[config.mk]
export PLATFORM = sky130hd
export DESIGN_NAME = mul_hilo_unit
export DESIGN_NICKNAME = d
export VERILOG_FILES = /design/src/rtl/mul_hilo_unit.sv
export SDC_FILE = /design/constraint.sdc
export NUM_CORES = 1
export LEC_CHECK = 0
export ABC_AREA = 1
export BUFFER_PORTS_ARGS = -buffer_cell sky130_fd_sc_hd__clkbuf_2
export CORE_MARGIN = 2
export CORE_UTILIZATION = 41
export DETAILED_ROUTE_END_ITERATION = 10
export GPL_TIMING_DRIVEN = 0
export PLACE_DENSITY = 0.81
export REMOVE_ABC_BUFFERS = 1
export SLEW_MARGIN = 20
export SYNTH_ARGS = -nofsm -noshare
export SYNTH_HDL_FRONTEND = slang
export SYNTH_SLANG_ARGS = --single-unit
export TNS_END_PERCENT = 1
[constraint.sdc]
create_clock -name clock -period 1.6 [get_ports clock]
set_clock_uncertainty 0.15 [all_clocks]
set_input_delay 0.32 -clock clock [delete_from_list [all_inputs] [get_ports clock]]
set_output_delay 0.32 -clock clock [all_outputs]
set_load 0.005 [all_outputs]
[src/rtl/mul_hilo_unit.sv]
// HI/LO multiply sequencer: latches operands for an external combinational multiplier,
// waits SETTLE_CYCLES clocks, captures the product. Optional macro MUL_UNSIGNED_EN adds port uns.
//
// state  | meaning
// IDLE   | ready; accepts start or direct hi_wr/lo_wr writes
// WAIT   | multiplier settling; cnt counts down to capture
// DONE   | one-cycle completion pulse; direct writes allowed
module mul_hilo_unit #(
    parameter int unsigned SETTLE_CYCLES = 2
) (
    input  logic        clock,
    input  logic        clear,
    input  logic        start,
    input  logic [31:0] a,
    input  logic [31:0] b,
`ifdef MUL_UNSIGNED_EN
    input  logic        uns,
`endif
    output logic [31:0] mul_a,
    output logic [31:0] mul_b,
    input  logic [63:0] mul_z,
    input  logic        hi_wr,
    input  logic        lo_wr,
    input  logic [31:0] wr_data,
    output logic        busy,
    output logic        done,
    output logic [31:0] hi_out,
    output logic [31:0] lo_out
);

    typedef enum logic [1:0] {
        S_IDLE = 2'd0,
        S_WAIT = 2'd1,
        S_DONE = 2'd2
    } state_t;

    state_t      state_q, state_d;
    logic [3:0]  cnt_q, cnt_d;
    logic [31:0] mul_a_q, mul_a_d;
    logic [31:0] mul_b_q, mul_b_d;
    logic [31:0] hi_q, hi_d;
    logic [31:0] lo_q, lo_d;
    logic [31:0] hi_cap;

`ifdef MUL_UNSIGNED_EN
    logic        uns_q, uns_d;

    // Converts the signed high word to the unsigned one: add back b*2^32 / a*2^32
    // for each operand whose sign bit was treated as negative.
    always_comb begin
        hi_cap = mul_z[63:32];
        if (uns_q) begin
            hi_cap = mul_z[63:32] + (mul_a_q[31] ? mul_b_q : 32'd0)
                                  + (mul_b_q[31] ? mul_a_q : 32'd0);
        end
    end
`else
    always_comb hi_cap = mul_z[63:32];
`endif

    always_comb begin
        state_d = state_q;
        cnt_d   = cnt_q;
        mul_a_d = mul_a_q;
        mul_b_d = mul_b_q;
        hi_d    = hi_q;
        lo_d    = lo_q;
`ifdef MUL_UNSIGNED_EN
        uns_d   = uns_q;
`endif
        case (state_q)
            S_IDLE: begin
                if (start) begin
                    mul_a_d = a;
                    mul_b_d = b;
`ifdef MUL_UNSIGNED_EN
                    uns_d   = uns;
`endif
                    cnt_d   = 4'(SETTLE_CYCLES);
                    state_d = S_WAIT;
                end else begin
                    if (hi_wr) hi_d = wr_data;
                    if (lo_wr) lo_d = wr_data;
                end
            end
            S_WAIT: begin
                // <= 1 also covers an out-of-range SETTLE_CYCLES of 0
                if (cnt_q <= 4'd1) begin
                    hi_d    = hi_cap;
                    lo_d    = mul_z[31:0];
                    cnt_d   = 4'd0;
                    state_d = S_DONE;
                end else begin
                    cnt_d = cnt_q - 4'd1;
                end
            end
            S_DONE: begin
                if (hi_wr) hi_d = wr_data;
                if (lo_wr) lo_d = wr_data;
                state_d = S_IDLE;
            end
            default: state_d = S_IDLE;
        endcase
    end

    always_ff @(posedge clock) begin
        if (clear) begin
            state_q <= S_IDLE;
            cnt_q   <= 4'd0;
            mul_a_q <= 32'd0;
            mul_b_q <= 32'd0;
            hi_q    <= 32'd0;
            lo_q    <= 32'd0;
`ifdef MUL_UNSIGNED_EN
            uns_q   <= 1'b0;
`endif
        end else begin
            state_q <= state_d;
            cnt_q   <= cnt_d;
            mul_a_q <= mul_a_d;
            mul_b_q <= mul_b_d;
            hi_q    <= hi_d;
            lo_q    <= lo_d;
`ifdef MUL_UNSIGNED_EN
            uns_q   <= uns_d;
`endif
        end
    end

    assign mul_a  = mul_a_q;
    assign mul_b  = mul_b_q;
    assign busy   = (state_q == S_WAIT);
    assign done   = (state_q == S_DONE);
    assign hi_out = hi_q;
    assign lo_out = lo_q;

endmodule

==> results of run 1 <==
[per-stage QoR]
step                      hold slack, ns  setup WS (ns)  total power (W)  TNS, ns
after floorplan                   0.2391        -0.9926         0.005291  -107.21
after global placement            0.3103         -2.371         0.006227  -279.86
after detailed placement          0.3211         -1.334         0.006270  -127.05
after CTS                     0.00005013       -0.09030          0.01112   -1.907
after global routing            0.003081        -0.1987          0.01175   -12.13
final                            0.01512        -0.1198          0.01117   -5.322
[critical path: cells and delay by family, from the launching register on]
kind                   cells  cell delay (ns)
AOI/OAI and AO/OA          1             0.35
buffers and inverters      2             0.30
and+or+nand+nor            2             0.47
DFF                        1             0.33
[cells by family (layout without fill, tap and decap cells)]
logic type                 Yosys count  count (layout)  synth area share [%]
xor gates and xnor gates             1               1                0.1504
and+or+nand+nor                    572             588                 37.80
buffers and inverters              126             468                 9.643
DFF                                134             134                 46.05
adders and majority gates            2               2                0.4295
AOI/OAI and AO/OA                   69              69                 5.928
[state kept, by name, indices dropped and copies added, names as in the netlist]
name / flops
cnt_q: 4
mul_b: 32
mul_a: 32
hi_out: 32
lo_out: 32
state_q: 2
[metal layers]
metal  global-route usage (%)  up-vias  wire length [um]
met3                    8.718       29              1913
met5                        0        -                 0
met1                    31.91     3070              8735
met2                    52.47      348             11510
met4                    11.43        0               437
li1                         -     3431                 -
[layout make-up]
| cell class | instances | area (um2) |
|---|---|---|
| Sequential cell | 134 | 2693 |
| Inverter | 76 | 336.6 |
| Timing Repair inverter | 2 | 17.52 |
| Timing Repair Buffer | 358 | 2222 |
| Tap cell | 180 | 225.2 |
| Clock buffer | 23 | 488.0 |
| Clock inverter | 9 | 138.9 |
| Fill cell | 1159 | 4832 |
| Multi-Input combinational cell | 660 | 2928 |
[layout by cell type, fill, tap and decap left out, drive strengths merged, types with 4 or more instances in the layout]
cell | netlist | routed
a21oi | 4 | 4
buf | 39 | 28
clkbuf | 11 | 317
dfxtp | 134 | 134
dlygate4sd3 | 0 | 36
inv | 76 | 80
nand2 | 303 | 305
nand3 | 5 | 19
nor2 | 263 | 263
o21ai | 65 | 65
[power by group]
group / internal [W] / switching [W] / leakage (nW) / total, W
Combinational: 0.00125 / 0.00178 / 3.52 / 0.00303
Sequential: 0.00377 / 0.000237 / 1.11 / 0.00401
Clock: 0.00264 / 0.00150 / 0.297 / 0.00413
[repair_timing]
item / in CTS / in global routing
endpoints found under the setup margin: 134 / 124
setup buffers: 25 / 0
pin swaps: 19 / 2
hold buffers: 36 / 0
hold endpoints to repair: 36 / 0
gates cloned: 18 / 1
gates resized for setup: 56 / 14
[path summary, 6_finish.rpt]
path | to | cells past startpoint | slack (ns)
worst min register to register | mul_b[28] | 2 | 0.33
worst max register to register | mul_b[5] | 5 | -0.12
worst max-delay path | mul_b[5] | 5 | -0.12
worst min-delay path | mul_b[26] | 3 | 0.02
==> metrics.txt, run 1 <==
commonest cells in the netlist=nand2_1 (301), nor2_1 (263), dfxtp_1 (134); Synth top area share=46.05%; Antenna Cells=0; Seq cells post-synth=~130; vias in the first global route=about 6300; critical path class=reg2reg; DRC Markers=0; Vias=just under 7000; first-pass GRT wire length=approximately 33 mm; Area after DPL=~0.0073 mm2; H-tree depth reported by CTS=4; sequential-to-total area share from yosys stat=~46%; Period minus WS final=around 1.7 ns; dominant synthesized flop cell=dfxtp_1; Post-Route WL=about 23 mm; Cell Area, Synth=approximately 0.006 mm2; status=finished, violations left; Cell Count Post-Placement=1330; Via density=~4.8; Final WS setup=-0.1198 ns; slowest stage delay, CP=0.39 ns; maxcap violations=0; Critical Path Source Type=flip-flop; row cnt=43; # nets final=approximately 1400; reg2reg start=state_q[1]; initial antenna violation count=0; Worst setup EP type=flip-flop; Leakage=4.924 nW; clk buf depth=2; synth warn=0; Synth area leaders=dfxtp_1 (46%), nand2_1 (19%), nor2_1 (17%); I/O Buffers=294; Slew HR=a little over two thirds; Post-DP HPWL=10.95 mm; ys async rst share=0%; setup violators final=between 100 and 150; Design Area, Final=approximately 0.0090 mm2; Yosys top cell by area=dfxtp_1; die area=between 0.015 and 0.02 mm2; DIE WIDTH=123.2 um; CTS tree=yes; Post-synth EDFFs=0; Yosys cell types=19; share of cells above drive strength 1=roughly a third; Syn Inst Count=roughly 900; largest net degree at the start of global routing=around 110; Critical Path RT=~1.8 ns; Initial DRC Count=between 300 and 400; Final Hold Vio Count=0; Final Wtd Congestion=roughly 0.76; core area=0.01388 mm2; Final Cycle Share=107.5%; CP Max Fanout=19; f_max=about 580 MHz; Clk Tree Root Cell=clkbuf_16; RSZ-0062 raised after global routing=true; I/O Pins=around 300; Power Dens Cells=1235 mW/mm2; Worst-Margin Slew=~0.45 ns; clock tree sinks=roughly 130; crit path launch=state_q[1]; gr ovfl total=0; Die Span Y=approximately 120 um; Initial Util=about two fifths; worst-path cell chain=inv_6, buf_4, nand3_2, o21ai_0, nor2_1; count leader, synth=nand2_1; Worst Hold Class=in2reg; clk_lat worst skew=about 0.41 ns; WL/cell=between 15 and 20 um; final slew viol count=0; violated checks=setup timing; clk slew on worst S/H paths=0.06 ns; All-Layer GR Usage=between 20% and 30%; drt pass-1 iters=5; syn_area_per_cell=about 6.4 um2; Non-Filler Instances=1442; post-route ant nets=0; Final Util=roughly two thirds; Area Growth Syn to Fin=55.33%; Worst VDD drop=approximately 0.00078 V; Inserted Clock Buffers=17; Hold Crit Start=b[26]; Worst EP arrival=approximately 1.9 ns; Worst path slowest cell=nand3_2
Note: power is estimated with default switching activity, not from simulation.
==> inputs of run 2 (changes only) <==
--- a/config.mk
+++ b/config.mk
@@ -10,6 +10,6 @@
 export CORE_MARGIN = 2
-export CORE_UTILIZATION = 41
+export CORE_UTILIZATION = 40
 export DETAILED_ROUTE_END_ITERATION = 10
 export GPL_TIMING_DRIVEN = 0
-export PLACE_DENSITY = 0.81
+export PLACE_DENSITY = 0.79
 export REMOVE_ABC_BUFFERS = 1
==> constraint.sdc (replaced) <==
create_clock -name clock -period 1.6 [get_ports clock]
set_clock_uncertainty 0.15 [all_clocks]
set_input_delay 0.4 -clock clock [delete_from_list [all_inputs] [get_ports clock]]
set_output_delay 0.4 -clock clock [all_outputs]
set_load 0.005 [all_outputs]
==> run 2 against run 1 <==
The flow still finishes with violations (setup timing). Combinational power decreased by 4%. Global-route usage decreased by 3.9 points. Count of clock-buffer cells in the layout fell by 5. Sequential share of layout area rose by 1.1 points. Sequential power hardly changed. Worst setup slack improved by 0.028 ns. Core utilization down 4.4 points. Clock power decreased by 4%. Non-clock buffer count decreased by 30. Routed wire length fell by 10%. Power down 2.4%. Worst hold slack better by 0.060 ns.
==> metrics.txt, run 2 (synthesized netlist as in run 1, its figures left out) <==
status=finished, violations left (unchanged); violated checks=setup timing (unchanged); Vias=6457 (was 6878); Worst EP arrival=1.14 ns (was 1.87 ns); Via density=4.566 (was 4.770); Area Growth Syn to Fin=49.91% (was 55.33%); Non-Filler Instances=1414 (was 1442); Worst-Margin Slew=0.5344 ns (was 0.4542 ns); vias in the first global route=6049 (was 6333); H-tree depth reported by CTS=4 (unchanged); f_max=591.2 MHz (was 581.5 MHz); clk buf depth=2 (unchanged); Power Dens Cells=1248 mW/mm2 (was 1235 mW/mm2); Critical Path Source Type=flip-flop (unchanged); Initial Util=40.54% (was 41.97%); Final Cycle Share=105.7% (was 107.5%); worst-path cell chain=inv_6, buf_4, nor2_4, buf_2 (was inv_6, buf_4, nand3_2, o21ai_0, nor2_1); Final Wtd Congestion=0.8242 (was 0.7611); Multi-input gate area=0.002938 mm2 (was 0.002928 mm2); Period minus WS final=1.691 ns (was 1.720 ns); pre-CTS setup slack=-1.466 ns (was -1.334 ns); clk slew on worst S/H paths=0.06 ns (about the same); Leakage=4.801 nW (was 4.924 nW); Cell Count Post-Placement=1334 (was 1330); Final Hold Vio Count=0 (unchanged); worst reg-to-reg path cell count=10 (was 5); maxcap violations=0 (unchanged); Post-Route WL=20.27 mm (was 22.60 mm); filler instances=1373 (was 1159); commonest non-fill, non-tap cell in the layout=clkbuf_2 (unchanged); tightest hold margin=0.07498 ns (was 0.01512 ns); DIE WIDTH=124.7 um (was 123.2 um); drt pass-1 iters=5 (unchanged); Antenna Cells=0 (unchanged); WHS Path Cells=3 (unchanged); Die Span Y=124.7 um (was 123.2 um); Area after DPL=0.007301 mm2 (was 0.007298 mm2); Levels on crit path=4 (was 5); clock tree sinks=134 (unchanged); initial antenna violation count=0 (unchanged); gr ovfl total=0 (unchanged); post-route ant nets=0 (unchanged); Slew HR=64.37% (was 69.68%); Worst setup EP type=output pin (was flip-flop); die area=0.01555 mm2 (was 0.01518 mm2); clk_lat worst skew=0.40 ns (was 0.41 ns); largest net degree at the start of global routing=85 (was 105); row cnt=44 (was 43); CTS tree=yes (unchanged); Design Area, Final=0.008733 mm2 (was 0.009049 mm2); # nets final=1384 (was 1416); critical path class=reg2out (was reg2reg); I/O Pins=295 (unchanged); final slew viol count=0 (unchanged); setup violators final=56 (was 104); crit-path leading delay family=flip-flops (was simple AND/OR/NAND/NOR gates); CP Max Fanout=3 (was 19); Initial DRC Count=241 (was 395); share of cells above drive strength 1=33.90% (was 32.41%); Worst Hold Class=in2reg (unchanged); Clk Tree Root Cell=clkbuf_16 (unchanged); RSZ-0062 raised after global routing=true (unchanged); most frequent cells in the layout=clkbuf_2 (293), nand2_1 (291), nor2_1 (250) (was clkbuf_2 (294), nand2_1 (293), nor2_1 (254)); Final WS setup=-0.09139 ns (was -0.1198 ns); DRC Markers=0 (unchanged); first-pass GRT wire length=30.99 mm (was 33.04 mm); Post-DP HPWL=11.08 mm (was 10.95 mm); WL/cell=14.34 um (was 15.67 um); Worst path slowest cell=dfxtp_2 (was nand3_2); I/O Buffers=294 (unchanged); WP buf/inv=3 (was 2); core area=0.01437 mm2 (was 0.01388 mm2); Critical Path RT=1.05 ns (was 1.75 ns); register area=0.002693 mm2 (unchanged); Inserted Clock Buffers=17 (unchanged); All-Layer GR Usage=25.20% (was 29.14%); Worst VDD drop=0.0007771 V (was 0.0007829 V); slowest stage delay, CP=0.35 ns (was 0.39 ns)
[run 2: cell types whose count changed in the layout (fill, tap and decap cells not counted), moves of 3 or more]
cell | previous run | this run
nor2_1 | 254 | 250
buf_6 | 0 | 4
buf_4 | 15 | 18
clkbuf_8 | 4 | 0
nand2_4 | 5 | 9
clkinv_4 | 0 | 3
dlygate4sd3_1 | 36 | 0
clkinv_2 | 0 | 3
[run 2: final cells by class]
cell class              instances  area share (%)
repair buffers                328           21.89
clock buffers                  18           4.914
repair inverters                2          0.2006
well taps                     184           2.636
flip-flops and latches        134           30.83
clock inverters                14           2.006
multi-input cells             658           33.64
inverters                      76           3.883
[run 2: path summary, 6_finish.rpt]
kind	from	endpoint	slack, ns
max	state_q[1]	done	-0.09
min	b[10]	mul_b[10]	0.07
max reg2reg	cnt_q[0]	hi_out[7]	-0.09
min reg2reg	mul_a[17]	mul_a[17]	0.33
[run 2: through the flow]
| step | total power (W) | TNS [ns] | utilization (%) |
|---|---|---|---|
| 2_1_floorplan | 0.005291 | -117.57 | - |
| 3_3_place_gp | 0.006237 | -286.41 | 50.46 |
| 3_5_place_dp | 0.006276 | -144.62 | 50.81 |
| 4_1_cts | 0.01073 | -8.982 | 58.53 |
| 5_1_grt | 0.01154 | -8.549 | 60.78 |
| 6_report | 0.01090 | -1.880 | 60.78 |
[run 2: worst reg2reg max path, delay by kind of cell, from the launching register on]
kind	cells	cell delay, ns
buffers and inverters	3	0.30
AND/OR/NAND/NOR	6	0.64
flip-flops	1	0.36
adder cells (fa/ha/maj)	1	0.13
[run 2: per-layer routing]
layer	vias up	wire length, um	GRT usage [%]
met5	-	0	0
met4	0	329	8.394
met3	25	1711	8.849
met2	267	9962	44.62
met1	2813	8269	28.10
li1	3352	-	-
[run 2: where the power goes]
| group | internal (W) | switching, W | total [W] |
|---|---|---|---|
| sequential | 0.00377 | 0.000225 | 0.00400 |
| combinational | 0.00122 | 0.00170 | 0.00292 |
| clock | 0.00247 | 0.00151 | 0.00398 |
[run 2: repair_timing]
action	in CTS	in global routing
gates resized for setup	39	42
hold buffers	0	0
endpoints found under the setup margin	134	129
buffers inserted	18	13
pin swaps	10	14
cloned	13	4
